--- src/rtl/servo_pwm_pkg.sv ---
// Shared types and helpers for the multi-channel servo PWM generator.
// Angle arithmetic is done in 32-bit signed so clamping and abs never wrap.
package servo_pwm_pkg;

   localparam int PERIOD  = 25_000_000 / 50;
   localparam int INT_MIN = 32'sh8000_0000;
   localparam int INT_MAX = 32'sh7fff_ffff;

   typedef enum logic {
      ST_IDLE = 1'b0,
      ST_MAP  = 1'b1
   } map_state_t;

   function automatic int f_period(input int freq, input int tgt);
      return freq / tgt;
   endfunction

   function automatic int f_clamp(input int a, input int lim);
      if (a > lim)  return lim;
      if (a < -lim) return -lim;
      return a;
   endfunction

   function automatic int f_abs_sat(input int a);
      if (a == INT_MIN) return INT_MAX;
      return (a < 0) ? -a : a;
   endfunction

endpackage

--- src/rtl/servo_angle_map.sv ---
// Combinational clamp + linear map of one signed angle to a duty count.
// Shared by all channels; the capture FSM feeds it one channel per clock.
module servo_angle_map
   import servo_pwm_pkg::*;
#(
   parameter int BIT_SIZE  = 10,
   parameter int CNT_W     = 32,
   parameter int COORD_MAX = 270,
   parameter int DC_MIN    = 25_000,
   parameter int DC_MID    = 75_000,
   parameter int DC_MAX    = 125_000
) (
   input  logic signed [BIT_SIZE-1:0] i_angle,
   output logic        [CNT_W-1:0]    o_dc
);

   localparam int PW = CNT_W + BIT_SIZE;
   localparam logic [PW-1:0]    SPAN_HI = PW'(DC_MAX - DC_MID);
   localparam logic [PW-1:0]    SPAN_LO = PW'(DC_MID - DC_MIN);
   localparam logic [PW-1:0]    DIV     = PW'(COORD_MAX);
   localparam logic [CNT_W-1:0] MID     = CNT_W'(DC_MID);

   int              w_clamped;
   logic [PW-1:0]   w_mag;
   logic [PW-1:0]   w_step;

   always_comb begin
      w_clamped = f_clamp(int'(i_angle), COORD_MAX);
      w_mag     = PW'(unsigned'(f_abs_sat(w_clamped)));
      if (w_clamped < 0) begin
         w_step = (SPAN_LO * w_mag) / DIV;
         o_dc   = MID - CNT_W'(w_step);
      end else begin
         w_step = (SPAN_HI * w_mag) / DIV;
         o_dc   = MID + CNT_W'(w_step);
      end
   end

endmodule

--- src/rtl/servo_pwm_multi.sv ---
// N-channel servo PWM: angle capture with deadband, shared mapper, per-frame slew.
// state   | meaning
// IDLE    | angle_ready=1, waiting for a handshake
// MAP     | one channel per clock through deadband + mapper, ch0 first
module servo_pwm_multi
   import servo_pwm_pkg::*;
#(
   parameter int FREQ        = 25_000_000,
   parameter int TARGET_FREQ = 50,
   parameter int NUM_CH      = 3,
   parameter int BIT_SIZE    = 10,
   parameter int COORD_MAX   = 270,
   parameter int DC_MIN      = 25_000,
   parameter int DC_MID      = 75_000,
   parameter int DC_MAX      = 125_000,
   parameter int THRESHOLD   = 10,
   parameter int SLEW_STEP   = 5_000,
   parameter int CNT_W       = 32
) (
   input  logic                       clk,
   input  logic                       rst,
   input  logic                       en,
   input  logic [NUM_CH*BIT_SIZE-1:0] angle_in,
   input  logic                       angle_valid,
   output logic                       angle_ready,
   output logic [NUM_CH-1:0]          pwm_out,
   output logic                       frame_tick,
   output logic [NUM_CH-1:0]          settled
);

   localparam int PERIOD_CNT = f_period(FREQ, TARGET_FREQ);
   localparam int IW         = (NUM_CH > 1) ? $clog2(NUM_CH) : 1;
   localparam logic [CNT_W-1:0] LAST_CNT = CNT_W'(PERIOD_CNT - 1);
   localparam logic [CNT_W-1:0] MID_C    = CNT_W'(DC_MID);
   localparam logic [CNT_W-1:0] SLEW_C   = CNT_W'(SLEW_STEP);

   if (!(DC_MIN <= DC_MID && DC_MID <= DC_MAX && DC_MAX < PERIOD_CNT && NUM_CH >= 1))
   begin : g_bad_cfg
      $error("servo_pwm_multi: invalid duty range or channel count");
   end

   map_state_t                  r_state, w_state_nxt;
   logic [IW-1:0]               r_idx;
   logic                        r_ready;
   logic signed [BIT_SIZE-1:0]  r_shadow [NUM_CH];
   logic signed [BIT_SIZE-1:0]  r_last   [NUM_CH];
   logic [CNT_W-1:0]            r_target [NUM_CH];
   logic [CNT_W-1:0]            r_active [NUM_CH];
   logic [CNT_W-1:0]            r_cnt;
   logic [NUM_CH-1:0]           r_pwm, r_settled;
   logic                        w_hs, w_tick, w_last_ch, w_accept;
   logic signed [BIT_SIZE-1:0]  w_ang;
   logic [CNT_W-1:0]            w_map_dc;

   assign w_tick      = en && (r_cnt == LAST_CNT);
   assign w_hs        = angle_valid && r_ready && (r_state == ST_IDLE);
   assign w_ang       = r_shadow[r_idx];
   assign w_last_ch   = (r_idx == IW'(NUM_CH - 1));
   assign w_accept    = f_abs_sat(int'(w_ang) - int'(r_last[r_idx])) >= THRESHOLD;

   assign angle_ready = r_ready;
   assign pwm_out     = r_pwm;
   assign frame_tick  = w_tick;
   assign settled     = r_settled;

   servo_angle_map #(
      .BIT_SIZE  (BIT_SIZE),
      .CNT_W     (CNT_W),
      .COORD_MAX (COORD_MAX),
      .DC_MIN    (DC_MIN),
      .DC_MID    (DC_MID),
      .DC_MAX    (DC_MAX)
   ) u_map (
      .i_angle (w_ang),
      .o_dc    (w_map_dc)
   );

   always_comb begin
      w_state_nxt = r_state;
      case (r_state)
         ST_IDLE: if (w_hs)      w_state_nxt = ST_MAP;
         ST_MAP:  if (w_last_ch) w_state_nxt = ST_IDLE;
         default:                w_state_nxt = ST_IDLE;
      endcase
   end

   // Ready stays low one extra cycle after MAP so the ready-low window is NUM_CH+1 clocks.
   always_ff @(posedge clk or negedge rst) begin
      if (!rst) begin
         r_state <= ST_IDLE;
         r_idx   <= '0;
         r_ready <= 1'b1;
         for (int i = 0; i < NUM_CH; i++) r_shadow[i] <= '0;
      end else begin
         r_state <= w_state_nxt;
         r_ready <= (r_state == ST_IDLE) && !w_hs;
         if (w_hs) begin
            r_idx <= '0;
            for (int i = 0; i < NUM_CH; i++)
               r_shadow[i] <= angle_in[i*BIT_SIZE +: BIT_SIZE];
         end else if (r_state == ST_MAP) begin
            r_idx <= w_last_ch ? '0 : r_idx + IW'(1);
         end
      end
   end

   always_ff @(posedge clk or negedge rst) begin
      if (!rst) begin
         r_cnt <= '0;
         r_pwm <= '0;
      end else begin
         r_cnt <= (!en || w_tick) ? '0 : r_cnt + CNT_W'(1);
         for (int i = 0; i < NUM_CH; i++)
            r_pwm[i] <= en && (r_cnt < r_active[i]);
      end
   end

   // Slew reads the pre-edge target, so a target written on the tick edge waits a frame.
   always_ff @(posedge clk or negedge rst) begin
      if (!rst) begin
         r_settled <= '1;
         for (int i = 0; i < NUM_CH; i++) begin
            r_last[i]   <= '0;
            r_target[i] <= MID_C;
            r_active[i] <= MID_C;
         end
      end else begin
         if (r_state == ST_MAP && w_accept) begin
            r_last[r_idx]   <= w_ang;
            r_target[r_idx] <= w_map_dc;
         end
         for (int i = 0; i < NUM_CH; i++) begin
            r_settled[i] <= (r_active[i] == r_target[i]);
            if (w_tick) begin
               if (r_target[i] > r_active[i]) begin
                  if (SLEW_STEP == 0 || (r_target[i] - r_active[i]) <= SLEW_C)
                     r_active[i] <= r_target[i];
                  else
                     r_active[i] <= r_active[i] + SLEW_C;
               end else begin
                  if (SLEW_STEP == 0 || (r_active[i] - r_target[i]) <= SLEW_C)
                     r_active[i] <= r_target[i];
                  else
                     r_active[i] <= r_active[i] - SLEW_C;
               end
            end
         end
      end
   end

endmodule

--- config.mk ---
export PLATFORM = sky130hd
export DESIGN_NAME = servo_pwm_multi
export DESIGN_NICKNAME = d
export VERILOG_FILES = /design/src/rtl/servo_pwm_pkg.sv /design/src/rtl/servo_angle_map.sv /design/src/rtl/servo_pwm_multi.sv
export SDC_FILE = /design/constraint.sdc
export NUM_CORES = 2
export LEC_CHECK = 0
export BUFFER_PORTS_ARGS = -buffer_cell sky130_fd_sc_hd__buf_2
export CAP_MARGIN = 0
export CORE_ASPECT_RATIO = 0.5
export CORE_MARGIN = 2
export CORE_UTILIZATION = 40
export CTS_CLUSTER_SIZE = 10
export DETAILED_ROUTE_END_ITERATION = 10
export GPL_ROUTABILITY_DRIVEN = 0
export HOLD_SLACK_MARGIN = 0.08
export PLACE_DENSITY = 0.65
export SYNTH_ARGS = -nofsm -noshare
export SYNTH_HDL_FRONTEND = slang
export SYNTH_SLANG_ARGS = --single-unit
--- constraint.sdc ---
create_clock -name clk -period 57.6 [get_ports clk]
set_clock_uncertainty 0.15 [all_clocks]
set_input_delay 8.64 -clock clk [delete_from_list [all_inputs] [get_ports clk]]
set_output_delay 8.64 -clock clk [all_outputs]
set_load 0.03 [all_outputs]
## Yosys cells after proc, flatten, opt, wreduce, memory -nomap -nowiden

Cells that the tools add are included.

| operators by class | value |
|---|---|
| add/subtract/negate cells | 19 |
| $mul | 1 |
| div/mod/pow operators | 1 |
| order comparisons | 19 |
| equal/unequal tests | 7 |
| mux-type cells | 44 |
| bitwise logic cells | 2 |
| reduce and logical (&&, ||, !) cells | 13 |

Operators with widths:

| kind | count |
|---|---|
| $mux W32 | 19 |
| $le A32 B13 Y1 const B | 6 |
| $sub A32 B32 Y32 | 6 |
| $add A32 B13 Y32 const B | 3 |
| $bwmux W96 | 1 |
| $eq A32 B32 Y1 | 3 |
| $gt A32 B32 Y1 | 3 |
| $lt A32 B32 Y1 | 3 |
| $sub A32 B13 Y32 const B | 3 |
| $demux W32 S2 | 1 |
| $mux W31 | 2 |
| $mux W10 | 5 |
| $div A42 B9 Y42 const B | 1 |
| $bmux W10 S2 | 2 |
| $mul A12 B32 Y38 const A | 1 |
| $add A17 B32 Y32 const A | 1 |
| $add A32 B1 Y32 const B | 1 |
| $eq A11 B32 Y1 const B | 1 |
| $eq A32 B19 Y1 const B | 1 |
| $eq A32 B32 Y1 const B | 1 |
| $ge A32 B5 Y1 const B | 1 |
| $lt A32 B1 Y1 const B | 1 |
| $neg A11 Y32 | 1 |
| $neg A32 Y32 | 1 |
| 21 further kinds | 38 |

| storage, ports and cells | value |
|---|---|
| register bits | 294 |
| word-level logic and storage cells | 124 |

## Longest topological paths before layout

| depth | value |
|---|---|
| depth after elaboration | 17 |
| gate-level depth with buffers | 169 |
| mapped depth without buffers | 139 |

## By module

A second synthesis with hierarchy kept.

| second synthesis, totals | value |
|---|---|
| cells, all modules | 6462 |
| area, all modules | 51384.3 µm² |

By module, submodules not included:

| module | instances | cells each | area an instance (µm²) |
|---|---|---|---|
| servo_pwm_multi | 1 | 3697 | 29829.9 |
| servo_angle_map | 1 | 2765 | 21554.4 |

## Worst setup path before layout

Ideal clock, no wire load.

| path | value |
|---|---|
| path type | register to register |
| start point | reg r_idx[1] |
| end point | reg r_target[18] (netlist name) |
| arrival | 28.967 ns |
| setup slack | 28.348 ns |
| cell stages (with the launch flop) | 128 |
| path buffers | 13 |
| period minus slack after synthesis | 29.252 ns |
| cell sequence | dfrtp_1 > clkbuf_1 > clkbuf_1 > mux2i_1 > nor2_1 > a21oi_1 > inv_1 > o21ai_0 > ha_1 > or3_1 > clkbuf_1 > ha_1 > o21ai_0 > or3b_2 > ha_1 > ha_1 > inv_1 > fa_1 > [92 not listed] > ha_1 > inv_1 > a211oi_2 > a41oi_1 > a31oi_1 > nand2_1 > nand3_1 > a31oi_1 > ha_1 > a21oi_1 > nand3_1 > a21o_1 > a21oi_1 > o21ai_1 > and3_1 > a21oi_1 > xnor2_1 > o21ai_0 |

| on the way | value |
|---|---|
| longest elaborated chain between the ends | 17 |

RTL lines:

| what | RTL line | source |
|---|---|---|
| from (decl) | servo_pwm_multi.sv:43 | `logic [IW-1:0] r_idx;` |
| from (signal assigned) | servo_pwm_multi.sv:102 | `r_idx <= w_last_ch ? '0 : r_idx + IW'(1);` |
| $not A2 Y3 (implied by the code) * | servo_pwm_multi.sv:57 | `assign w_ang = r_shadow[r_idx];` |
| $bmux W10 S2 * | servo_pwm_multi.sv:57 |  |
| $mux W10 (implied by the code) * (2 in a row) | servo_pwm_multi.sv:57 |  |
| named net u_map.i_angle[8] | servo_angle_map.sv:13 | `input logic signed [BIT_SIZE-1:0] i_angle,` |
| $lt A10 B10 Y1 / $gt A10 B10 Y1 (equally long branches) | servo_pwm_pkg.sv:20, servo_pwm_pkg.sv:19 |  |
| $mux W1 / $mux W9 (equally long branches) | servo_pwm_pkg.sv:20, servo_pwm_pkg.sv:19 |  |
| $mux W1 / $mux W32 (equally long branches) | servo_pwm_pkg.sv:20 | `if (a < -lim) return -lim;` |
| $mux W32 | servo_pwm_pkg.sv:21 | `return a;` |
| $mux W32 | servo_pwm_pkg.sv:20 |  |
| $neg A32 Y32 (tied with other cells) | servo_pwm_pkg.sv:26 | `return (a < 0) ? -a : a;` |
| $mux W32 (tied with other cells) | servo_pwm_pkg.sv:26 |  |
| $mux W32 | servo_pwm_pkg.sv:26 |  |
| $mul A12 B32 Y38 | servo_angle_map.sv:31, servo_angle_map.sv:34 |  |
| $div A42 B9 Y42 | servo_angle_map.sv:31, servo_angle_map.sv:34 |  |
| $add A17 B32 Y32 / $sub A17 B32 Y32 (equally long branches) | servo_angle_map.sv:35, servo_angle_map.sv:32 |  |
| $mux W32 | servo_angle_map.sv:30 | `if (w_clamped < 0) begin` |
| $bwmux W96 | servo_pwm_multi.sv:130 | `r_target[r_idx] <= w_map_dc;` |
| to (signal, indexed assignment) | servo_pwm_multi.sv:130 |  |
| to (decl) | servo_pwm_multi.sv:47 | `logic [CNT_W-1:0] r_target [NUM_CH];` |

The timed path passes the listed nets; every way through them passes the cells marked *. The select of a mux whose other input is x is not followed.
A chain may end at the register's enable or synchronous reset.

## Final worst setup path

| path | value |
|---|---|
| start point | reg r_idx[1] |
| end point | reg r_target[58] (netlist name) |

The elaborated chain is that of the path after synthesis.

==> results.py <==
metrics = {
    "run": {
        "maxCapViolCount": 0,
    },
    "drt": {
        "routed_wl_um": 145100,
        "avgRoutedWirePerCell_um": 19.06,
        "via_per_inst": 6.094,
        "drtPass1Iterations": 9,
        "ant_nets": 0,
        "drt_iter0_drc": 4529,
        "vias": 46370,
        "drc": 0,
    },
    "worst_setup_path": {
        "endpoint": "r_target[58]",
        "crit_path_frequent_cell": "a21oi_1",
        "r2r_start": "r_idx[1]",
        "r2r-end": "r_target[58]",
        "worstPathRequired_ns": 57.84,
        "cp-startpoint": "r_idx[1]",
        "r2r_cells": 117,
        "crit_type": "register to register",
        "cp_max_fo": 24,
        "slowest_stage": "xnor2_1",
        "end_kind": "register",
        "crit_cells": 117,
        "critical_path.top_delay_family": "compound AO/OA/AOI/OAI gates",
        "crit_buf_inv": 9,
        "arrival_ns": 37.54,
        "critPathMaxStageDelay_ns": 0.76,
        "startpoint_type": "register",
        "r2r_slack_ns": 20.30,
    },
    "die": {
        "io_pins": 42,
        "die_height_um": 245.4,
        "core_area_um2": 115500,
        "dieArea_um2": 119500,
        "dieWidth_um": 486.9,
        "rows": 88,
        "start_util_pct": 40.38,
    },
    "placed_design": {
        "portBuffers": 41,
        "dpl.hpwl_um": 113300,
        "place_ws_ns": 21.20,
    },
    "yosys": {
        "netlist_instances": 6115,
        "ys_types": 145,
        "ys_seq_area_share_pct": 15.92,
        "synth_compound_area_share_pct": 31.97,
        "synthAdderAreaFrac_pct": 16.32,
        "synthXorXnorAreaFrac_pct": 6.152,
        "ys_warn_count": 0,
        "syn_area_per_cell_um2": 7.626,
        "synthSimpleGateAreaFrac_pct": 19.59,
        "synth_edf_count": 0,
        "synth_mux_area_share_pct": 3.249,
        "ys_ff_latch": 294,
        "synth_area_um2": 46640,
        "synth_top_family_by_area": "compound AO/OA/AOI/OAI gates",
        "synthArstFlopShare_pct": 100.0,
        "synthFlopType": "dfrtp_1",
    },
    "clock_tree": {
        "cts_made_buffers": 38,
        "clock_path_buffers": 3,
        "cts-root-buf": "clkbuf_16",
        "path_clk_slew_ns": 0.06,
        "cts_tree": "yes",
        "cts_resized": 0,
        "clock_latency_ns": 0.56,
        "htree_levels": 2,
        "cts_sinks": 294,
        "cts_setup_buffers": 0,
        "cts_hold_buf": 0,
    },
    "timing": {
        "holdWs_ns": 0.3279,
        "finalSetupViolCount": 0,
        "max_clock_freq_mhz": 26.81,
        "rsz0062_at_grt": "false",
        "final-hold-violation-count": 0,
        "period_minus_slack_ns": 37.30,
        "tns_ns": 0,
        "tightest_slew_ns": 1.151,
        "maxSlewHeadroom_pct": 22.68,
        "final_max_slew_viol_count": 0,
        "period_share_pct": 64.75,
        "setup_slack_ns": 20.30,
    },
    "min_path": {
        "hold_path.class": "register to register",
    },
    "status": {
        "status": "finished, final reports clean",
    },
    "global_route": {
        "grt_pass1_vias": 42580,
        "grt_pass1_wl_um": 233100,
        "gr-usage-all-layers_pct": 23.54,
        "grt_remaining_overflow": 0,
        "antenna_found_initial": 1,
        "grt_max_degree": 161,
    },
    "final_layout": {
        "drive_gt1_share_pct": 6.941,
        "antenna_cells": 0,
        "area_growth_pct": 6.179,
        "register_area_um2": 7422,
        "postLayoutCoreUtil_pct": 42.87,
        "layout.nets": 6622,
        "multiInputGateArea_um2": 36440,
        "fill_cells": 11710,
    },
}
stage by stage:
stage	cells	instance area, um2
floorplan	6204	46970
global placement	7542	48360
detailed placement	7542	48360
CTS	7610	49520
global route	7610	49520
finish	7610	49520
worst min path at each step:
stage                from          to  slack [ns]  cells after the start
3_3_place_gp   r_last[28]  r_last[28]        0.31                      2
6_report       r_last[11]  r_last[11]        0.33                      2
5_1_grt        r_last[23]  r_last[23]        0.35                      2
2_1_floorplan  r_last[20]  r_last[20]        0.30                      2
4_1_cts        r_last[28]  r_last[28]        0.33                      2
3_5_place_dp   r_last[28]  r_last[28]        0.32                      2
synth_stat cells (all sizes together), types with 91 or more instances:
cell type	instances	area share, %
inv	536	4.3
nand2	522	4.2
o21ai	497	5.4
a21oi	469	5.2
ha	432	12
nor2	431	3.5
dfrtp	242	13
xnor2	205	4.1
clkbuf	197	1.6
nand3	186	2.1
a21o	179	2.9
nor3	157	1.8
xor2	111	2.1
fa	104	4.5
a31oi	91	1.3
sequential cells by signal, summed over array words and instances (netlist names):
signal	flops
r_active	96
r_target	96
r_cnt	32
r_last	30
r_shadow	30
pwm_out	3
settled	3
r_idx	2
angle_ready	1
r_state	1
logic make-up (layout without fill, tap and decap cells):
logic type	after synthesis	count (layout)
other	2	91
muxes	136	136
DFF	294	294
AOI/OAI and AO/OA	2139	2139
xor gates and xnor gates	316	316
buffers and inverters	817	693
adders and majority gates	548	548
and+or+nand+nor	1863	1863
cell usage in the layout (no fill, tap or decap), drive strengths merged, types with 67 or more instances in the layout:
cell    netlist  layout
and3         89      89
nand3       186     186
a21o        179     179
nand2       522     522
a21oi       469     469
o22ai        67      67
a31oi        91      91
inv         536     537
buf          78      83
ha          432     432
nor2        431     431
nand2b       86      86
conb          2      91
nand4        80      80
dfrtp       242     242
xnor2       205     205
mux2i        74      74
o21ai       497     497
o211ai       77      77
fa          104     104
xor2        111     111
nor3        157     157
area by class of cell:
cell class | count | share of cell area, %
tap | 1530 | 3.866
clock inverter | 7 | 0.08338
sequential | 294 | 14.99
multi-input combinational | 5093 | 73.60
timing repair buffer | 83 | 1.097
inverter | 542 | 4.109
clock buffer | 61 | 2.259
layer usage:
metal | vias to the layer above | share of wire [%] | track usage [%] | wire length [um]
li1 | 22360 | - | - | -
met1 | 22070 | 46 | 33.23 | 66530
met2 | 1732 | 45 | 38.20 | 64830
met3 | 212 | 7.0 | 2.397 | 10140
met4 | 0 | 2.5 | 6.257 | 3567
met5 | - | 0 | 0 | 0
worst register-to-register path, delay by kind of cell (launching register included):
family,cells,cell delay (ns)
buffers and inverters,9,1.65
adder cells (fa/ha/maj),9,3.37
multiplexers,5,2.30
AO/OA/AOI/OAI,57,17.82
AND/OR/NAND/NOR,29,8.01
XOR/XNOR,8,3.22
flip-flops,1,0.68
Power is not shown: default switching activity piles up to over one toggle a cycle in this logic, so the estimate is an artifact.
